==> config.mk <==
export PLATFORM = sky130hd
export DESIGN_NAME = int_alu_issue
export DESIGN_NICKNAME = d
export VERILOG_FILES = /design/src/rtl/int_alu_issue.sv
export SDC_FILE = /design/constraint.sdc
export NUM_CORES = 1
export LEC_CHECK = 0
export BUFFER_PORTS_ARGS = -buffer_cell sky130_fd_sc_hd__buf_2
export CORE_MARGIN = 1.5
export CORE_UTILIZATION = 35
export DETAILED_ROUTE_END_ITERATION = 7
export GPL_ROUTABILITY_DRIVEN = 0
export GPL_TIMING_DRIVEN = 1
export PLACE_DENSITY_LB_ADDON = 0.05
export SLEW_MARGIN = 15
export SYNTH_ARGS = -nofsm -noshare
export SYNTH_HDL_FRONTEND = slang
export SYNTH_SLANG_ARGS = --single-unit
==> constraint.sdc <==
create_clock -name clk -period 4.35 [get_ports clk]
set_clock_uncertainty 0.1 [all_clocks]
set_input_delay 0.435 -clock clk [delete_from_list [all_inputs] [get_ports clk]]
set_output_delay 0.435 -clock clk [all_outputs]
set_load 0.02 [all_outputs]
==> src/rtl/int_alu_issue.sv <==
// Issue controller for the integer ALU cluster: launches ops, waits on multicycle units, hands results to writeback.
// Optional watchdog in WAIT is built when INTALU_TIMEOUT_EN is defined.
module int_alu_issue #(
    parameter int unsigned TAG_W          = 5,
    parameter int unsigned TIMEOUT_CYCLES = 64
) (
    input  logic              clk,
    input  logic              reset,
    input  logic              req_valid,
    output logic              req_ready,
    input  logic [1:0]        req_op,
    input  logic [1:0]        req_aluk,
    input  logic [31:0]       req_a,
    input  logic [31:0]       req_b,
    input  logic [TAG_W-1:0]  req_tag,
    output logic [31:0]       alu_a,
    output logic [31:0]       alu_b,
    output logic [1:0]        alu_k,
    output logic [3:0]        alu_mux,
    output logic              int_exe,
    input  logic              mult_ready,
    input  logic              div_ready,
    input  logic [31:0]       alu_out1,
    input  logic [31:0]       alu_out2,
    output logic              res_valid,
    input  logic              res_ready,
    output logic [31:0]       res_lo,
    output logic [31:0]       res_hi,
    output logic [TAG_W-1:0]  res_tag,
    output logic              res_div0,
    output logic              res_err
);

    localparam int unsigned DATA_W = 32;
    localparam int unsigned MUX_W  = 4;

    localparam logic [1:0] OP_ALU  = 2'd0;
    localparam logic [1:0] OP_MUL  = 2'd1;
    localparam logic [1:0] OP_DIV  = 2'd2;
    localparam logic [1:0] OP_MOVE = 2'd3;

    typedef enum logic [2:0] {
        S_IDLE,
        S_ISSUE,
        S_GUARD,
        S_WAIT,
        S_HOLD
    } state_t;

    // A zero limit would make the watchdog compare meaningless.
    if (TIMEOUT_CYCLES == 0) begin : g_bad_cfg
        $error("int_alu_issue: TIMEOUT_CYCLES must be nonzero");
    end

    state_t              state, state_nxt;
    logic [1:0]          op_q, op_nxt;
    logic [DATA_W-1:0]   a_nxt, b_nxt, lo_nxt, hi_nxt;
    logic [1:0]          k_nxt;
    logic [MUX_W-1:0]    mux_nxt;
    logic [TAG_W-1:0]    tag_nxt;
    logic                div0_nxt;
    logic                req_ready_nxt, res_valid_nxt, int_exe_nxt;
    logic                unit_ready;

`ifdef INTALU_TIMEOUT_EN
    localparam int unsigned CNT_W = $clog2(TIMEOUT_CYCLES + 1);
    logic [CNT_W-1:0]    wd_cnt, wd_cnt_nxt;
    logic                err_q, err_nxt;
    assign res_err = err_q;
`else
    assign res_err = 1'b0;
`endif

    // State and datapath registers
    always_ff @(posedge clk or negedge reset) begin
        if (!reset) begin
            state     <= S_IDLE;
            op_q      <= OP_ALU;
            alu_a     <= '0;
            alu_b     <= '0;
            alu_k     <= '0;
            alu_mux   <= '0;
            res_lo    <= '0;
            res_hi    <= '0;
            res_tag   <= '0;
            res_div0  <= 1'b0;
            req_ready <= 1'b1;
            res_valid <= 1'b0;
            int_exe   <= 1'b0;
`ifdef INTALU_TIMEOUT_EN
            wd_cnt    <= '0;
            err_q     <= 1'b0;
`endif
        end else begin
            state     <= state_nxt;
            op_q      <= op_nxt;
            alu_a     <= a_nxt;
            alu_b     <= b_nxt;
            alu_k     <= k_nxt;
            alu_mux   <= mux_nxt;
            res_lo    <= lo_nxt;
            res_hi    <= hi_nxt;
            res_tag   <= tag_nxt;
            res_div0  <= div0_nxt;
            req_ready <= req_ready_nxt;
            res_valid <= res_valid_nxt;
            int_exe   <= int_exe_nxt;
`ifdef INTALU_TIMEOUT_EN
            wd_cnt    <= wd_cnt_nxt;
            err_q     <= err_nxt;
`endif
        end
    end

    // Next-state and next-output logic
    always_comb begin
        state_nxt     = state;
        op_nxt        = op_q;
        a_nxt         = alu_a;
        b_nxt         = alu_b;
        k_nxt         = alu_k;
        mux_nxt       = alu_mux;
        lo_nxt        = res_lo;
        hi_nxt        = res_hi;
        tag_nxt       = res_tag;
        div0_nxt      = res_div0;
        int_exe_nxt   = 1'b0;
        req_ready_nxt = 1'b0;
        res_valid_nxt = 1'b0;
        unit_ready    = (op_q == OP_MUL) ? mult_ready : div_ready;
`ifdef INTALU_TIMEOUT_EN
        wd_cnt_nxt    = wd_cnt;
        err_nxt       = err_q;
`endif

        case (state)
            S_IDLE: begin
                if (req_valid) begin
                    state_nxt   = S_ISSUE;
                    op_nxt      = req_op;
                    a_nxt       = req_a;
                    b_nxt       = req_b;
                    k_nxt       = req_aluk;
                    mux_nxt     = MUX_W'(req_op);
                    tag_nxt     = req_tag;
                    div0_nxt    = 1'b0;
                    // Launch decision made at accept so the pulse lines up with ISSUE.
                    int_exe_nxt = (req_op == OP_MUL) ||
                                  ((req_op == OP_DIV) && (req_b != '0));
`ifdef INTALU_TIMEOUT_EN
                    err_nxt     = 1'b0;
`endif
                end
            end
            S_ISSUE: begin
                if ((op_q == OP_ALU) || (op_q == OP_MOVE)) begin
                    lo_nxt    = alu_out1;
                    hi_nxt    = '0;
                    state_nxt = S_HOLD;
                end else if ((op_q == OP_DIV) && (alu_b == '0)) begin
                    lo_nxt    = 32'hFFFF_FFFF;
                    hi_nxt    = alu_a;
                    div0_nxt  = 1'b1;
                    state_nxt = S_HOLD;
                end else begin
                    state_nxt = S_GUARD;
                end
            end
            S_GUARD: begin
                // Ready flag may still be high from the previous op here.
`ifdef INTALU_TIMEOUT_EN
                wd_cnt_nxt = '0;
`endif
                state_nxt = S_WAIT;
            end
            S_WAIT: begin
                if (unit_ready) begin
                    lo_nxt    = alu_out1;
                    hi_nxt    = (op_q == OP_DIV) ? alu_out2 : '0;
                    state_nxt = S_HOLD;
                end
`ifdef INTALU_TIMEOUT_EN
                else if (wd_cnt == CNT_W'(TIMEOUT_CYCLES - 1)) begin
                    lo_nxt    = '0;
                    hi_nxt    = '0;
                    err_nxt   = 1'b1;
                    state_nxt = S_HOLD;
                end else begin
                    wd_cnt_nxt = wd_cnt + CNT_W'(1);
                end
`endif
            end
            S_HOLD: begin
                if (res_ready) begin
                    state_nxt = S_IDLE;
                end
            end
            default: state_nxt = S_IDLE;
        endcase

        req_ready_nxt = (state_nxt == S_IDLE);
        res_valid_nxt = (state_nxt == S_HOLD);
    end

endmodule

# --- Word-level counts from Yosys, hierarchy flattened ---
# Cells that the tools add are included.
word_totals:
  register_bits: 144
  input_bits: 143
  word_cells: 63
classes:
  eq_ne: 15
  n_mux: 22
  n_reduce_logical: 14
ops:
  columns: ["cell", "n"]
  rows:
  - ["two-way mux 32 bit", 7]
  - ["one-hot mux 32 bit (2 select lines)", 2]
  - ["zero test 32 bit", 1]
  - ["nonzero test 32 bit", 1]
  - ["two-way mux 3 bit", 5]
  - ["one-hot mux 3 bit (5 select lines)", 1]
  - ["!= test 2 bit, second input constant", 4]
  - ["equality test 2 bit, second input constant", 3]
  - ["equality test 3 x 2 -> 1 bit, second input constant", 2]
  - ["equality test 3 bit, second input constant", 2]
  - ["zero test 3 bit", 2]
  - ["two-way mux 1 bit", 6]
  - ["equality test 2 x 1 -> 1 bit, second input constant", 2]
  - ["AND reduction 4 bit", 1]
  - ["nonzero test 2 bit", 2]
  - ["equality test 3 x 1 -> 1 bit, second input constant", 1]
  - ["!= test 3 bit, second input constant", 1]
  - ["AND reduction 3 bit", 1]
  - ["logical AND 1 bit", 2]
  - ["zero test 2 bit", 1]
  - ["logical OR 1 bit", 2]
  - ["one-hot mux 1 bit (2 select lines)", 1]
  - ["AND reduction 2 bit", 1]

# --- Longest topological paths before layout ---
logic_depth:
  ltp_word: 6
  ltp_mapped: 9
  mapped_depth_nobuf: 7

# --- Worst setup path after synthesis ---
# No wires, ideal clock.
synth_timing:
  kind: "register -> register"
  startpoint: "register op_q[0]"
  endpoint: "register res_hi[10]"
  t_arrival_ns: 1.985
  setup_slack_ns: 2.141
  path_stages_with_launch: 9
  n_path_buf: 1
  cell_sequence: "dfrtp_1 -> inv_1 -> ha_1 -> nor4b_2 -> nand4_1 -> o31ai_1 -> a32oi_1 -> clkbuf_1 -> mux2_2"
synth_via:
  elab_chain_cells: 4
  elab_cells_between_ends: 14
  cone_classes: "eq/ne: 5; mux: 5; reduce/logical: 4"
synth_lines:
  columns: ["element", "line_no", "text"]
  rows:
  - ["start, declared", "56", "logic [1:0] op_q, op_nxt;"]
  - ["start signal, assigned", "96", "op_q <= op_nxt;"]
  - ["equality test 2 bit, or another cell as far along", "160, 179", null]
  - ["two-way mux 32 bit, or another cell as far along", "179", "hi_nxt = (op_q == OP_DIV) ? alu_out2 : '0;"]
  - ["two-way mux 32 bit, or another cell as far along", "177", "if (unit_ready) begin"]
  - ["one-hot mux 32 bit (2 select lines) or AND reduction 3 bit (tied branches)", null, null]
  - ["end signal, assigned", "102", "res_hi <= hi_nxt;"]
  - ["end, declared", "28", "output logic [31:0] res_hi,"]
# Several ways; a longest one is shown, not always the timed one. The select of a mux whose other input is x is not followed.
# A chain may end at the register's enable or synchronous reset.

# --- Worst setup path after layout ---
layout_timing:
  startpoint: "register op_q[1]"
  endpoint: "register res_hi[18]"
# The elaborated chain is that of the path after synthesis.

==> results.sh <==
export IMPL_relSlewSlack=0.259
export IMPL_rsz0062_at_grt="false"
export IMPL_fmax_mhz=361
export IMPL_synthArstFlopShare=1.00
export IMPL_clk_path_buf_depth=2
export IMPL_r2r_start="op_q[1]"
export IMPL_min_path_cells=3
export IMPL_drt_initial_drc_count=219
export IMPL_grt_ovfl_total=0
export IMPL_worstPathArrival_ns=2.96
export IMPL_clk_latency_ns=0.42
export IMPL_placed_area_um2=7800
export IMPL_synth_edf_count=0
export IMPL_drc=0
export IMPL_portBuffers=283
export IMPL_yosys_top_cells_count="nand2_1 (224), dfrtp_1 (143), inv_1 (35)"
export IMPL_crit_top_cell="mux2_2"
export IMPL_vias=5271
export IMPL_startpoint="op_q[1]"
export IMPL_start_util=0.357
export IMPL_root_buffer="clkbuf_16"
export IMPL_required_ns=4.54
export IMPL_area_growth_pct=37.5
export IMPL_run_status="finished, final reports clean"
export IMPL_r2r_slack_ns=1.58
export IMPL_die_x_um=136
export IMPL_grt_pass1_vias=5484
export IMPL_grt_pass1_wl_mm=28.2
export IMPL_drt_antenna_violating_nets=0
export IMPL_ys_ff_latch=144
export IMPL_maxCapViolCount=0
export IMPL_syn_inst=613
export IMPL_setup_tns_ns=0
export IMPL_post_synth_top_count_cell="nand2_1"
export IMPL_hold_violations=0
export IMPL_wl_per_cell_um=16.0
export IMPL_die_y_um=136
export IMPL_cts_setup_buffers=0
export IMPL_yosysUniqueCellTypes=33
export IMPL_p_leak_uw=0.00490
export IMPL_crit_chain="inv_1 -> ha_1 -> mux2_2 -> a32oi_4 -> buf_4 -> mux2_2"
export IMPL_tightest_slew_ns=1.11
export IMPL_comb_power_share=0.450
export IMPL_p_total_uw=7060
export IMPL_core_um2=17200
export IMPL_cp_end_kind="flop"
export IMPL_row_count=48
export IMPL_dieArea_um2=18400
export IMPL_first_pass_iters=5
export IMPL_cts_made_buffers=17
export IMPL_ys_seq_area_frac=0.586
export IMPL_startpoint_type="flop"
export IMPL_timing_final_crit_share=0.636
export IMPL_ir_worst_vdd_v=0.000324
export IMPL_fin_area_um2=8450
export IMPL_yosys_area_top_type="dfrtp_1"
export IMPL_swShare=0.415
export IMPL_period_minus_slack_ns=2.77
export IMPL_cpMaxStageDelayCell="a32oi_4"
export IMPL_grt_max_degree=78
export IMPL_critPathKind="reg -> reg"
export IMPL_synth_flop_cell="dfrtp_1"
export IMPL_net_switching_power_uw=2930
export IMPL_antenna_found_initial=0
export IMPL_clkPwrFrac=0.226
export IMPL_viasPerCell=4.67
export IMPL_reg2reg_to="res_hi[18]"
export IMPL_antennaDiodeCount=0
export IMPL_nets=1036
export IMPL_syn_area_per_cell_um2=10.0
export IMPL_clkTransAtPathRegs_ns=0.06
export IMPL_cp_endpoint="res_hi[18]"
export IMPL_internal_power_uw=4130
export IMPL_synth_area_top_cells="dfrtp_1 (58%), nand2_1 (14%), mux2i_1 (5.2%)"
export IMPL_worstHoldPathType="in -> reg"
export IMPL_slew_viol_final=0
export IMPL_track_usage=0.201
export IMPL_yosys_area_top_type_share=0.582
export IMPL_critPathMaxFanout=20
export IMPL_syn_cell_area_um2=6150
export IMPL_tritoncts="built"
export IMPL_seqPwrFrac=0.324
export IMPL_cts_sinks=144
export IMPL_synth_warnings=0
export IMPL_cpPeakStageDelay_ns=0.73
export IMPL_finalSetupViolCount=0
export IMPL_dp_hpwl_mm=13.0
export IMPL_power_density_nw_per_um2=835
export IMPL_h_tree_depth=4
export IMPL_drt_total_wl_mm=18.0
export IMPL_reg2reg_depth=6
export IMPL_drive_above_1_share=0.400
export IMPL_ios=287
-- power groups by stage --
stage | Combinational [uW] | Sequential [uW] | Clock [uW]
after floorplan | 1460 | 2930 | 0
after global placement | 3180 | 2280 | 0
after detailed placement | 3230 | 2300 | 0
after CTS | 3230 | 2290 | 1630
after global routing | 3500 | 2370 | 1690
final | 3180 | 2290 | 1590
-- area by class of cell --
class,instances,area [um^2]
fillers,1647,8780
flip-flops and latches,144,3600
multi-input cells,399,2280
repair buffers,294,1510
clock buffers,21,460
well taps,225,282
clock inverters,10,184
inverters,35,131
-- metal layers --
metal  track usage  part of all wire  vias to the layer above
met5             0                 0                        -
met4        0.0687             0.017                        0
met3        0.0632             0.080                       21
met2         0.328              0.47                      195
met1         0.253              0.43                     2518
li1              -                 -                     2537
-- repair_timing --
| action | 4_1_cts | 5_1_grt |
|---|---|---|
| hold buffers | 1 | 0 |
| hold endpoints to repair | 58 | 0 |
| resized for setup | 0 | 0 |
-- sequential cells by signal (all words and copies together) (netlist names) --
signal and cells:
res_tag 5, res_hi 32, state 3, res_lo 32
req_ready 1, op_q 2, res_div0 1, alu_a 32
int_exe 1, alu_b 32, alu_k 2, res_valid 1
-- critical path, delay by kind of cell (launching register included) --
family | cells | cell delay, ns
flops | 1 | 0.39
fa+ha+maj | 1 | 0.16
buf+inv | 2 | 0.50
mux | 2 | 0.75
compound gates | 1 | 0.73
-- layout by cell type (no fill, tap or decap), types with 14 or more instances in the layout --
cell type  count
mux2i_1       32
nand2_1      223
buf_2        282
clkbuf_16     17
mux2_2        27
inv_1         35
a22o_1        32
dfrtp_1      143
nor4_1        14
nor2_1        33
-- metrics by stage --
step	hold WS, ns	util	cells	worst slack (ns)
detailed placement	0.361	0.452	1096	1.51
CTS	0.0879	0.490	1128	1.51
finish	0.109	0.490	1128	1.58
floorplan	0.0394	-	615	2.14
global placement	0.352	0.452	1096	1.62
global route	0.0947	0.490	1128	1.40
-- kinds of logic (layout without fill, tap and decap cells) --
kind of cell    after synthesis  in the layout  share of synthesized area
compound gates               42             42                     0.0566
fa+ha+maj                     2              2                    0.00407
buf+inv                      72            360                     0.0482
flops                       144            144                      0.586
mux                          65             65                      0.116
other cells                   1              3                   0.000610
simple gates                287            287                      0.188
-- worst min-delay path by stage --
stage,from,to
floorplan,reset,alu_a[0]
global placement,alu_k[0],alu_k[0]
detailed placement,res_tag[2],res_tag[2]
CTS,req_a[6],alu_a[6]
global route,req_a[3],alu_a[3]
finish,req_tag[1],res_tag[1]
No activity file was read; power rests on OpenSTA's default activity.
